File: config.mk
export PLATFORM = sky130hd
export DESIGN_NAME = axil_cfg_master_flat
export DESIGN_NICKNAME = d
export VERILOG_FILES = /design/src/rtl/axil_cfg_master_if.sv /design/src/rtl/axil_cfg_master.sv /design/src/flat_wrapper.sv
export SDC_FILE = /design/constraint.sdc
export NUM_CORES = 1
export LEC_CHECK = 0
export ABC_AREA = 1
export CAP_MARGIN = 40
export CELL_PAD_IN_SITES_DETAIL_PLACEMENT = 1
export CELL_PAD_IN_SITES_GLOBAL_PLACEMENT = 1
export CORE_ASPECT_RATIO = 1.75
export CORE_MARGIN = 8
export CORE_UTILIZATION = 28
export CTS_CLUSTER_DIAMETER = 30
export DETAILED_ROUTE_END_ITERATION = 10
export GPL_TIMING_DRIVEN = 0
export PLACE_DENSITY = 0.89
export SETUP_SLACK_MARGIN = 0.1
export SLEW_MARGIN = 5
export SYNTH_ARGS = -nofsm -noshare
export SYNTH_HDL_FRONTEND = slang
export SYNTH_SLANG_ARGS = --single-unit
File: constraint.sdc
create_clock -name clk -period 4.53 [get_ports clk]
set_clock_uncertainty 0.2 [all_clocks]
set_input_delay 1.1325 -clock clk [delete_from_list [all_inputs] [get_ports clk]]
set_output_delay 1.1325 -clock clk [all_outputs]
set_load 0.05 [all_outputs]
File: src/rtl/axil_cfg_master_if.sv
// AXI-Lite bus bundle between the config initiator and a register-file slave.
// Latency: wires only, no storage.
// Backpressure: carried by the per-channel valid/ready pairs.
interface axil_cfg_master_if #(
  parameter int ADDR_W = 32
);
  // write address channel
  logic [ADDR_W-1:0] m_awaddr;
  logic              m_awvalid;
  logic              m_awready;
  // write data channel
  logic [31:0]       m_wdata;
  logic [3:0]        m_wstrb;
  logic              m_wvalid;
  logic              m_wready;
  // write response channel
  logic [1:0]        m_bresp;
  logic              m_bvalid;
  logic              m_bready;
  // read address channel
  logic [ADDR_W-1:0] m_araddr;
  logic              m_arvalid;
  logic              m_arready;
  // read data channel
  logic [31:0]       m_rdata;
  logic [1:0]        m_rresp;
  logic              m_rvalid;
  logic              m_rready;

  modport master (
    output m_awaddr, m_awvalid, input m_awready,
    output m_wdata, m_wstrb, m_wvalid, input m_wready,
    input  m_bresp, m_bvalid, output m_bready,
    output m_araddr, m_arvalid, input m_arready,
    input  m_rdata, m_rresp, m_rvalid, output m_rready
  );

  modport slave (
    input  m_awaddr, m_awvalid, output m_awready,
    input  m_wdata, m_wstrb, m_wvalid, output m_wready,
    output m_bresp, m_bvalid, input m_bready,
    input  m_araddr, m_arvalid, output m_arready,
    output m_rdata, m_rresp, m_rvalid, input m_rready
  );
endinterface

File: src/rtl/axil_cfg_master.sv
// Single-outstanding AXI-Lite initiator: one cmd in -> one AXI-Lite read/write -> one rsp out.
// Latency: cmd accept T0, AW/W or AR valid T1, B/R ready T2, rsp_valid T3 with a zero-wait slave.
// Backpressure: cmd_ready only in IDLE; rsp held until rsp_ready; a silent slave stalls forever.
module axil_cfg_master #(
  parameter int ADDR_W = 32,
  parameter int CNT_W  = 16
) (
  input  logic              clk,
  input  logic              rst,
  // command stream
  input  logic              cmd_valid,
  output logic              cmd_ready,
  input  logic              cmd_write,
  input  logic [ADDR_W-1:0] cmd_addr,
  input  logic [31:0]       cmd_wdata,
  input  logic [3:0]        cmd_wstrb,
  // response stream
  output logic              rsp_valid,
  input  logic              rsp_ready,
  output logic              rsp_write,
  output logic [31:0]       rsp_rdata,
  output logic [1:0]        rsp_resp,
  // status
  output logic              err_sticky,
  input  logic              err_clr,
  output logic [CNT_W-1:0]  txn_count,
  // AXI-Lite master port
  axil_cfg_master_if.master axi
);

  typedef enum logic [2:0] {
    IDLE    = 3'd0,
    WR_REQ  = 3'd1,
    WR_RESP = 3'd2,
    RD_REQ  = 3'd3,
    RD_RESP = 3'd4,
    RSP     = 3'd5
  } state_t;

  state_t state;
  state_t state_nxt;

  logic cmd_acc;
  logic b_cap;
  logic r_cap;
  logic rsp_hs;
  logic err_set;

  // Ready depends only on state and reset so the upstream sequencer never sees a comb loop.
  assign cmd_ready = (state == IDLE) & ~rst;
  assign cmd_acc   = cmd_valid & cmd_ready;
  assign b_cap     = (state == WR_RESP) & axi.m_bvalid;
  assign r_cap     = (state == RD_RESP) & axi.m_rvalid;
  assign rsp_hs    = rsp_valid & rsp_ready;
  assign err_set   = (b_cap & (axi.m_bresp != 2'b00)) | (r_cap & (axi.m_rresp != 2'b00));

  // State register; reset drops any in-flight command without a response.
  always_ff @(posedge clk) begin
    if (rst) state <= IDLE;
    else     state <= state_nxt;
  end

  // Next-state logic; AW and W are tracked by their own valids, so either order completes WR_REQ.
  always_comb begin
    state_nxt = state;
    case (state)
      IDLE:    if (cmd_acc) state_nxt = cmd_write ? WR_REQ : RD_REQ;
      WR_REQ:  if ((~axi.m_awvalid | axi.m_awready) & (~axi.m_wvalid | axi.m_wready))
                 state_nxt = WR_RESP;
      WR_RESP: if (axi.m_bvalid) state_nxt = RSP;
      RD_REQ:  if (axi.m_arready) state_nxt = RD_RESP;
      RD_RESP: if (axi.m_rvalid) state_nxt = RSP;
      RSP:     if (rsp_ready) state_nxt = IDLE;
      default: state_nxt = IDLE;
    endcase
  end

  // Registered AXI and response outputs, derived from the next state so they line up with it.
  always_ff @(posedge clk) begin
    if (rst) begin
      axi.m_awaddr  <= '0;
      axi.m_awvalid <= 1'b0;
      axi.m_wdata   <= '0;
      axi.m_wstrb   <= '0;
      axi.m_wvalid  <= 1'b0;
      axi.m_bready  <= 1'b0;
      axi.m_araddr  <= '0;
      axi.m_arvalid <= 1'b0;
      axi.m_rready  <= 1'b0;
      rsp_valid     <= 1'b0;
      rsp_write     <= 1'b0;
      rsp_rdata     <= '0;
      rsp_resp      <= '0;
    end else begin
      // payload is latched once at accept and held stable until the matching handshake
      if (cmd_acc) begin
        axi.m_awaddr <= cmd_addr;
        axi.m_araddr <= cmd_addr;
        axi.m_wdata  <= cmd_wdata;
        axi.m_wstrb  <= cmd_wstrb;
        rsp_write    <= cmd_write;
      end
      // each write-request valid drops independently after its own handshake
      if (cmd_acc & cmd_write)                    axi.m_awvalid <= 1'b1;
      else if (axi.m_awvalid & axi.m_awready)     axi.m_awvalid <= 1'b0;
      if (cmd_acc & cmd_write)                    axi.m_wvalid  <= 1'b1;
      else if (axi.m_wvalid & axi.m_wready)       axi.m_wvalid  <= 1'b0;
      axi.m_arvalid <= (state_nxt == RD_REQ);
      // response readies only in their own states, so early B/R stay pending on the bus
      axi.m_bready  <= (state_nxt == WR_RESP);
      axi.m_rready  <= (state_nxt == RD_RESP);
      rsp_valid     <= (state_nxt == RSP);
      if (b_cap) begin
        rsp_rdata <= 32'h0;
        rsp_resp  <= axi.m_bresp;
      end else if (r_cap) begin
        rsp_rdata <= axi.m_rdata;
        rsp_resp  <= axi.m_rresp;
      end
    end
  end

  // Sticky error flag; a new error in the same cycle as err_clr keeps it set.
  always_ff @(posedge clk) begin
    if (rst)          err_sticky <= 1'b0;
    else if (err_set) err_sticky <= 1'b1;
    else if (err_clr) err_sticky <= 1'b0;
  end

  // Completed-transaction counter, free-running wrap.
  always_ff @(posedge clk) begin
    if (rst)         txn_count <= '0;
    else if (rsp_hs) txn_count <= txn_count + CNT_W'(1);
  end

endmodule

File: src/flat_wrapper.sv
// flat-port wrapper written by rule: the top's interface ports become plain ports
module axil_cfg_master_flat 
#(
  parameter int ADDR_W = 32,
  parameter int CNT_W  = 16
)
  (clk, rst, cmd_valid, cmd_ready, cmd_write, cmd_addr, cmd_wdata, cmd_wstrb, rsp_valid, rsp_ready, rsp_write, rsp_rdata, rsp_resp, err_sticky, err_clr, txn_count, axi_m_awaddr, axi_m_awvalid, axi_m_awready, axi_m_wdata, axi_m_wstrb, axi_m_wvalid, axi_m_wready, axi_m_bresp, axi_m_bvalid, axi_m_bready, axi_m_araddr, axi_m_arvalid, axi_m_arready, axi_m_rdata, axi_m_rresp, axi_m_rvalid, axi_m_rready);
  axil_cfg_master_if #(.ADDR_W(ADDR_W)) axi_i ();
  input  logic clk;
  input  logic rst;
  input  logic cmd_valid;
  output logic cmd_ready;
  input  logic cmd_write;
  input  logic [ADDR_W-1:0] cmd_addr;
  input  logic [31:0] cmd_wdata;
  input  logic [3:0] cmd_wstrb;
  output logic rsp_valid;
  input  logic rsp_ready;
  output logic rsp_write;
  output logic [31:0] rsp_rdata;
  output logic [1:0] rsp_resp;
  output logic err_sticky;
  input  logic err_clr;
  output logic [CNT_W-1:0] txn_count;
  output wire logic [$bits(axi_i.m_awaddr)-1:0] axi_m_awaddr;
  output wire logic [$bits(axi_i.m_awvalid)-1:0] axi_m_awvalid;
  input wire logic [$bits(axi_i.m_awready)-1:0] axi_m_awready;
  output wire logic [$bits(axi_i.m_wdata)-1:0] axi_m_wdata;
  output wire logic [$bits(axi_i.m_wstrb)-1:0] axi_m_wstrb;
  output wire logic [$bits(axi_i.m_wvalid)-1:0] axi_m_wvalid;
  input wire logic [$bits(axi_i.m_wready)-1:0] axi_m_wready;
  input wire logic [$bits(axi_i.m_bresp)-1:0] axi_m_bresp;
  input wire logic [$bits(axi_i.m_bvalid)-1:0] axi_m_bvalid;
  output wire logic [$bits(axi_i.m_bready)-1:0] axi_m_bready;
  output wire logic [$bits(axi_i.m_araddr)-1:0] axi_m_araddr;
  output wire logic [$bits(axi_i.m_arvalid)-1:0] axi_m_arvalid;
  input wire logic [$bits(axi_i.m_arready)-1:0] axi_m_arready;
  input wire logic [$bits(axi_i.m_rdata)-1:0] axi_m_rdata;
  input wire logic [$bits(axi_i.m_rresp)-1:0] axi_m_rresp;
  input wire logic [$bits(axi_i.m_rvalid)-1:0] axi_m_rvalid;
  output wire logic [$bits(axi_i.m_rready)-1:0] axi_m_rready;
  assign axi_m_awaddr = axi_i.m_awaddr;
  assign axi_m_awvalid = axi_i.m_awvalid;
  assign axi_i.m_awready = axi_m_awready;
  assign axi_m_wdata = axi_i.m_wdata;
  assign axi_m_wstrb = axi_i.m_wstrb;
  assign axi_m_wvalid = axi_i.m_wvalid;
  assign axi_i.m_wready = axi_m_wready;
  assign axi_i.m_bresp = axi_m_bresp;
  assign axi_i.m_bvalid = axi_m_bvalid;
  assign axi_m_bready = axi_i.m_bready;
  assign axi_m_araddr = axi_i.m_araddr;
  assign axi_m_arvalid = axi_i.m_arvalid;
  assign axi_i.m_arready = axi_m_arready;
  assign axi_i.m_rdata = axi_m_rdata;
  assign axi_i.m_rresp = axi_m_rresp;
  assign axi_i.m_rvalid = axi_m_rvalid;
  assign axi_m_rready = axi_i.m_rready;
  axil_cfg_master #(.ADDR_W(ADDR_W), .CNT_W(CNT_W)) u_core (.clk(clk), .rst(rst), .cmd_valid(cmd_valid), .cmd_ready(cmd_ready), .cmd_write(cmd_write), .cmd_addr(cmd_addr), .cmd_wdata(cmd_wdata), .cmd_wstrb(cmd_wstrb), .rsp_valid(rsp_valid), .rsp_ready(rsp_ready), .rsp_write(rsp_write), .rsp_rdata(rsp_rdata), .rsp_resp(rsp_resp), .err_sticky(err_sticky), .err_clr(err_clr), .txn_count(txn_count), .axi(axi_i));
endmodule
# Word-level counts from Yosys, hierarchy flattened
# Cells that the tools add are included.
[word_totals]
regBits = 129
output_inout_bits = 159
word_cells = 66
[classes]
addsub = 1
n_eq_ne = 9
mux = 16
bitwise_logic = 17
n_reduce_logical = 8
[ops]
columns = ["operator", "n"]
rows = [
  ["$mux W3", 6],
  ["$pmux W3 S6", 1],
  ["$add A16 B1 Y16 const B", 1],
  ["$eq A3 B2 Y1 const B", 4],
  ["$eq A3 B3 Y1 const B", 4],
  ["$reduce_bool A2 Y1", 6],
  ["$and A1 B1 Y1", 11],
  ["$mux W1", 6],
  ["$mux W2", 3],
  ["$eq A3 B1 Y1 const B", 1],
  ["$logic_not A3 Y1", 1],
  ["$not A1 Y1", 3],
  ["$or A1 B1 Y1", 3],
  ["$reduce_or A2 Y1", 1],
]

# Depth between registers and ports, before layout
# Gate-level depths: netlist of the first run.
[logic_depth]
ltp_word = 6
depth_mapped = 9

# Worst setup path before layout of the first run
# Ideal clock, no wire load.
[synth_timing]
path_type = "input -> output"
start = "input rst"
end = "output cmd_ready"
arrival_ps = 2162
required_time_ps = 3198
slack_ps = 1036
path_stages = 3
path_cell_list = "buf_2 buf_1 nor2_1"
[synth_between]
elab_chain_cells = 2
[synth_lines]
columns = ["item", "line_no", "rtl"]
rows = [
  ["from (decl)", "flat_wrapper.sv:10", "input logic rst;"],
  ["$not A1 Y1", "axil_cfg_master.sv:50", "assign cmd_ready = (state == IDLE) & ~rst;"],
  ["$and A1 B1 Y1", "axil_cfg_master.sv:50", ""],
  ["to (decl)", "flat_wrapper.sv:12", "output logic cmd_ready;"],
]
# Every way passes these cells.

# Final worst setup path of the first run
# Ends and elaborated chain as after synthesis.

==> results.json, run 1 <==
{
  "crit_type": "in2out",
  "cts_tree": "done",
  "rows": 65,
  "cts_buffers": 17,
  "avgSynthCellArea_sq_um": 7.573,
  "avgRoutedWirePerCell_um": 18.00,
  "clkTransAtPathRegs_ns": 0.05,
  "fillers": 2138,
  "cts_sinks": 129,
  "reg2reg_depth": 6,
  "seq_area_sq_um": 2582,
  "drc": 0,
  "vias": 5506,
  "ys_seq_area_frac": 0.5143,
  "fmax_mhz": 250.8,
  "htree_levels": 4,
  "fin_crit_sh": 0.8803,
  "pwr-share-clk": 0.399,
  "io_pins": 274,
  "grt_pass1_wl_um": 32750,
  "cp-start-kind": "input pin",
  "synth_area_sq_um": 5021,
  "drtPass1Iterations": 4,
  "dp_cells": 1169,
  "leakage_uw": 0.003594,
  "fin_cells": 1201,
  "synthDistinctLibCells": 27,
  "ir_drop_uv": 200.0,
  "crit_fanout": 10,
  "postSynthCellCount": 663,
  "slew_headroom": 0.6099,
  "ys_seq_elements": 129,
  "required_ns": 3.20,
  "setup_viol": 0,
  "die_x_um": 117.2,
  "r2r-start": "u_core.txn_count[0]$_SDFFE_PP0P_",
  "min_to": "u_core.axi.m_wdata[8]$_SDFFE_PP0P_",
  "p_seq_frac": 0.345,
  "hpwl_um": 17250,
  "status": "finished, final reports clean",
  "multi_input_area_sq_um": 1901,
  "start_util": 0.2819,
  "drtIter0Drc": 156,
  "root_buffer": "clkbuf_16",
  "powerDensity_nw_per_um2": 427.2,
  "drv_slew": 0,
  "cap_violations": 0,
  "p_sw_uw": 1194,
  "synth.net_count": 779,
  "antenna_left": 0,
  "area_growth_pct": 72.59,
  "clockBufferDepth": 2,
  "routed_wl_um": 21620,
  "worstPathArrival_ns": 2.66,
  "drive_above_1_share": 0.09411,
  "r2r_end": "u_core.txn_count[10]$_SDFFE_PP0P_",
  "clock_latency_ns": 0.41,
  "diodes": 0,
  "min_path_type": "reg2reg",
  "hold_ws_ns": 0.2640,
  "r2r_setup_slack_ns": 2.59,
  "ys_warn_count": 0,
  "antenna_found_initial": 1,
  "post-route-min-period_ns": 3.988,
  "die_h_um": 193.1,
  "viasPerCell": 4.585,
  "timing.setup.tns_ns": 0,
  "power.internal_uw": 2508,
  "track_usage": 0.1895,
  "swShare": 0.3225,
  "first_global_vias": 6071,
  "tightest_slew_ns": 0.5833,
  "final_util": 0.4865,
  "cts_resized": 0,
  "hold_depth": 2,
  "min_from": "u_core.axi.m_wdata[8]$_SDFFE_PP0P_",
  "cts_setup_buffers": 0,
  "hold_viol": 0,
  "place.gp.congestion": 0.7909,
  "grt_overflow_total": 0,
  "pwr-share-comb": 0.256,
  "grt_max_degree": 17,
  "core_region_area_sq_um": 17810,
  "die_area_sq_um": 22640,
  "cts_hold_buf": 0,
  "end_kind": "primary output",
  "port_buffers": 272,
  "nets": 1070,
  "rsz0062_at_grt": "false"
}
registers in the layout, summed over array words and instances, names as in the netlist:
name	cells
u_core.rsp_valid	1
u_core.axi.m_rready	1
u_core.axi.m_awvalid	1
u_core.axi.m_arvalid	1
u_core.axi.m_bready	1
u_core.axi.m_awaddr	32
u_core.axi.m_wstrb	4
u_core.rsp_resp	2
u_core.err_sticky	1
u_core.axi.m_wvalid	1
u_core.axi.m_wdata	32
u_core.rsp_rdata	32
u_core.txn_count	16
u_core.rsp_write	1
u_core.state	3
critical path: stages:
cell             delay [ns]
buf_2                  0.21
buf_1                  0.47
nor2_1                 0.10
clkdlybuf4s50_1        0.73
final cells by class:
class,count,share of cell area
well taps,234,0.03379
inverters,34,0.01502
flip-flops and latches,129,0.2980
clock buffers,20,0.05154
repair buffers,272,0.3142
multi-input cells,435,0.2193
plain buffers,65,0.04707
clock inverters,12,0.02108
cells by family (layout without fill, tap and decap cells):
family / Yosys count / count (layout) / synth area share
AOI/OAI and AO/OA: 58 / 58 / 0.05981
xor gates and xnor gates: 1 / 1 / 0.001745
adders and majority gates: 1 / 1 / 0.002492
buffers and inverters: 99 / 403 / 0.1072
DFF: 129 / 129 / 0.5143
and+or+nand+nor: 375 / 375 / 0.3145
power by group through the flow:
| stage | sequential, uW | combinational, uW | clock [uW] |
|---|---|---|---|
| final | 1280 | 949 | 1480 |
| after CTS | 1280 | 962 | 1510 |
| after floorplan | 1550 | 306 | 0 |
| after global routing | 1290 | 999 | 1570 |
| after detailed placement | 1300 | 956 | 0 |
| after global placement | 1300 | 941 | 0 |
worst max-delay path by stage:
| stage | start | endpoint | slack, ns | cells past startpoint |
|---|---|---|---|---|
| after floorplan | rst | cmd_ready | 1.04 | 3 |
| after global placement | rst | cmd_ready | 0.57 | 4 |
| after detailed placement | rst | cmd_ready | 0.54 | 4 |
| after CTS | rst | cmd_ready | 0.52 | 4 |
| after global routing | rst | cmd_ready | 0.50 | 4 |
| final | rst | cmd_ready | 0.54 | 4 |
metrics by stage:
| stage | cell area (sq um) | worst slack, ns | total power (uW) |
|---|---|---|---|
| floorplan | 5021 | 1.036 | 1860 |
| global placement | 8036 | 0.5707 | 2238 |
| detailed placement | 8036 | 0.5423 | 2259 |
| CTS | 8666 | 0.5238 | 3746 |
| global route | 8666 | 0.4991 | 3853 |
| finish | 8666 | 0.5422 | 3702 |
metal layers:
layer  up-vias  track usage  wire length (um)
li1       2672            -                 -
met1      2621       0.1708              7214
met2       175       0.3705             12320
met3        36      0.05646              1481
met4         2      0.08321               590
met5         -            0                 9
placed cells by master (no fill, tap or decap), types with 2 or more instances in the layout:
| cell | count |
|---|---|
| clkinv_4 | 3 |
| buf_2 | 11 |
| o21bai_1 | 2 |
| a21oi_1 | 43 |
| inv_2 | 3 |
| nor2_1 | 33 |
| inv_1 | 30 |
| clkbuf_16 | 17 |
| nor3_1 | 9 |
| nand4_1 | 5 |
| bufinv_16 | 4 |
| a31oi_1 | 2 |
| o21ai_0 | 10 |
| buf_1 | 6 |
| buf_4 | 40 |
| nand2_1 | 240 |
| clkinvlp_4 | 3 |
| clkbuf_1 | 10 |
| nand3_1 | 81 |
| dfxtp_1 | 129 |
| clkdlybuf4s50_1 | 272 |
synthesized netlist by cell type, drive strengths merged:
master,instances,area [sq um]
nand2,241,907.1
dfxtp,129,2582
nand3,82,415.4
buf,57,377.9
a21oi,43,215.2
nor2,35,141.4
inv,34,130.1
nor3,10,55.05
o21ai,10,50.05
clkbuf,8,30.03
nand4,6,52.55
a31oi,2,12.51
o21bai,2,15.01
a211oi,1,7.510
ha,1,12.51
nand3b,1,7.510
xor2,1,8.760
No activity file was read; power rests on OpenSTA's default activity.
==> run 2: changes to the inputs <==
--- a/config.mk
+++ b/config.mk
@@ -7,15 +7,14 @@
 export LEC_CHECK = 0
 export ABC_AREA = 1
 export CAP_MARGIN = 40
-export CELL_PAD_IN_SITES_DETAIL_PLACEMENT = 1
-export CELL_PAD_IN_SITES_GLOBAL_PLACEMENT = 1
 export CORE_ASPECT_RATIO = 1.75
 export CORE_MARGIN = 8
-export CORE_UTILIZATION = 28
+export CORE_UTILIZATION = 42
 export CTS_CLUSTER_DIAMETER = 30
 export DETAILED_ROUTE_END_ITERATION = 10
+export GPL_ROUTABILITY_DRIVEN = 0
 export GPL_TIMING_DRIVEN = 0
-export PLACE_DENSITY = 0.89
+export PLACE_DENSITY = 0.91
 export SETUP_SLACK_MARGIN = 0.1
 export SLEW_MARGIN = 5
 export SYNTH_ARGS = -nofsm -noshare
==> run 2 against run 1 <==
Compared with the run above: worst setup slack improved by 0.044 ns; maximum frequency increased by 1.1%; die area decreased by 30%; critical path type unchanged; largest power group unchanged.
==> results.json, run 2 (same netlist as run 1, synthesis figures left out) <==
{
  "status": "finished, final reports clean",
  "min_to": "u_core.axi.m_wdata[6]$_SDFFE_PP0P_",
  "drtIter0Drc": 164,
  "r2r_end": "u_core.txn_count[14]$_SDFFE_PP0P_",
  "antenna_found_initial": 0,
  "clkTransAtPathRegs_ns": 0.05,
  "cts_tree": "done",
  "die_x_um": 98.65,
  "grt_pass1_wl_um": 27980,
  "first_global_vias": 5642,
  "reg2reg_depth": 6,
  "final_util": 0.7216,
  "clockBufferDepth": 2,
  "timing.setup.tns_ns": 0,
  "start_util": 0.4230,
  "setup_viol": 0,
  "ir_drop_uv": 296.4,
  "rows": 53,
  "vias": 5406,
  "die_h_um": 160.6,
  "min_from": "u_core.axi.m_wdata[6]$_SDFFE_PP0P_",
  "hold_depth": 2,
  "powerDensity_nw_per_um2": 433.3,
  "leakage_uw": 0.003603,
  "htree_levels": 4,
  "post-route-min-period_ns": 3.944,
  "cap_violations": 0,
  "final_cell_mix": "clkdlybuf4s50_1, nand2_1, dfxtp_1",
  "fillers": 846,
  "hpwl_um": 14180,
  "fin_crit_sh": 0.8706,
  "top_regs": "u_core.axi.m_awaddr x32, u_core.axi.m_wdata x32, u_core.rsp_rdata x32",
  "min_path_type": "reg2reg",
  "nets": 1070,
  "r2r_setup_slack_ns": 2.66,
  "area_growth_pct": 70.60,
  "dpl_cell_area_sq_um": 7915,
  "worstPathArrival_ns": 2.61,
  "port_buffers": 272,
  "cts_setup_buffers": 0,
  "grt_max_degree": 17,
  "drc": 0,
  "fin_area_sq_um": 8566,
  "rsz0062_at_grt": "false",
  "cts_hold_buf": 0,
  "io_pins": 274,
  "multi_input_area_sq_um": 1901,
  "final_common_cell": "clkdlybuf4s50_1",
  "crit_type": "in2out",
  "seq_area_sq_um": 2582,
  "clock_latency_ns": 0.40,
  "drtPass1Iterations": 4,
  "cp-start-kind": "input pin",
  "cts_buffers": 17,
  "diodes": 0,
  "avgRoutedWirePerCell_um": 16.34,
  "fmax_mhz": 253.5,
  "viasPerCell": 4.901,
  "end_kind": "primary output",
  "crit_fanout": 10,
  "required_ns": 3.20,
  "hold_viol": 0,
  "tightest_slew_ns": 0.5698,
  "die_area_sq_um": 15850,
  "drv_slew": 0,
  "core_region_area_sq_um": 11870,
  "r2r-start": "u_core.txn_count[0]$_SDFFE_PP0P_",
  "routed_wl_um": 18020,
  "track_usage": 0.2234,
  "drive_above_1_share": 0.09420,
  "cts_resized": 0,
  "root_buffer": "clkbuf_16",
  "antenna_left": 0,
  "slew_headroom": 0.6189,
  "grt_overflow_total": 0,
  "cts_sinks": 129
}
run 2: cell count changes in the layout (fill, tap and decap cells not counted), sizes merged:
cell	previous run	this run
clkinv	4	3
bufinv	4	5
clkbuf	28	27
run 2: metal layers:
| metal | global-route usage | vias to the layer above | wire [um] |
|---|---|---|---|
| met3 | 0.08886 | 27 | 1646 |
| met2 | 0.4344 | 254 | 9846 |
| met5 | 0 | - | 0 |
| met1 | 0.1926 | 2447 | 6076 |
| li1 | - | 2678 | - |
| met4 | 0.09417 | 0 | 454 |
run 2: worst max-delay path by stage:
stage / cells past startpoint / end / slack [ns] / startpoint
2_1_floorplan: 3 / cmd_ready / 1.04 / rst
3_3_place_gp: 4 / cmd_ready / 0.62 / rst
3_5_place_dp: 4 / cmd_ready / 0.64 / rst
4_1_cts: 4 / cmd_ready / 0.59 / rst
5_1_grt: 4 / cmd_ready / 0.50 / rst
6_report: 4 / cmd_ready / 0.59 / rst
run 2: area by class of cell:
cell class                      instances  area share
Sequential cell                       129      0.3015
Inverter                               34     0.01519
Buffer                                 65     0.04762
Clock buffer                           19     0.05171
Tap cell                              137     0.02001
Clock inverter                         12     0.02425
Timing Repair Buffer                  272      0.3178
Multi-Input combinational cell        435      0.2219
run 2: power by group:
| group | switching, uW | internal [uW] | leakage, uW |
|---|---|---|---|
| combinational | 588 | 352 | 0.00224 |
| sequential | 59.3 | 1220 | 0.00105 |
| clock | 504 | 992 | 0.000306 |
run 2: worst max-delay path: stages:
cell and delay [ns]:
buf_2 0.20, buf_1 0.42, nor2_1 0.12, clkdlybuf4s50_1 0.73
run 2: per-stage QoR:
step	hold slack (ns)	total power [uW]	worst slack, ns	std cells
final	0.2629	3712	0.5860	1103
after floorplan	0.4526	1860	1.036	663
after detailed placement	0.2541	2241	0.6359	1072
after global placement	0.2505	2226	0.6238	1072
after global routing	0.2784	3839	0.5010	1103
after CTS	0.2658	3739	0.5936	1103
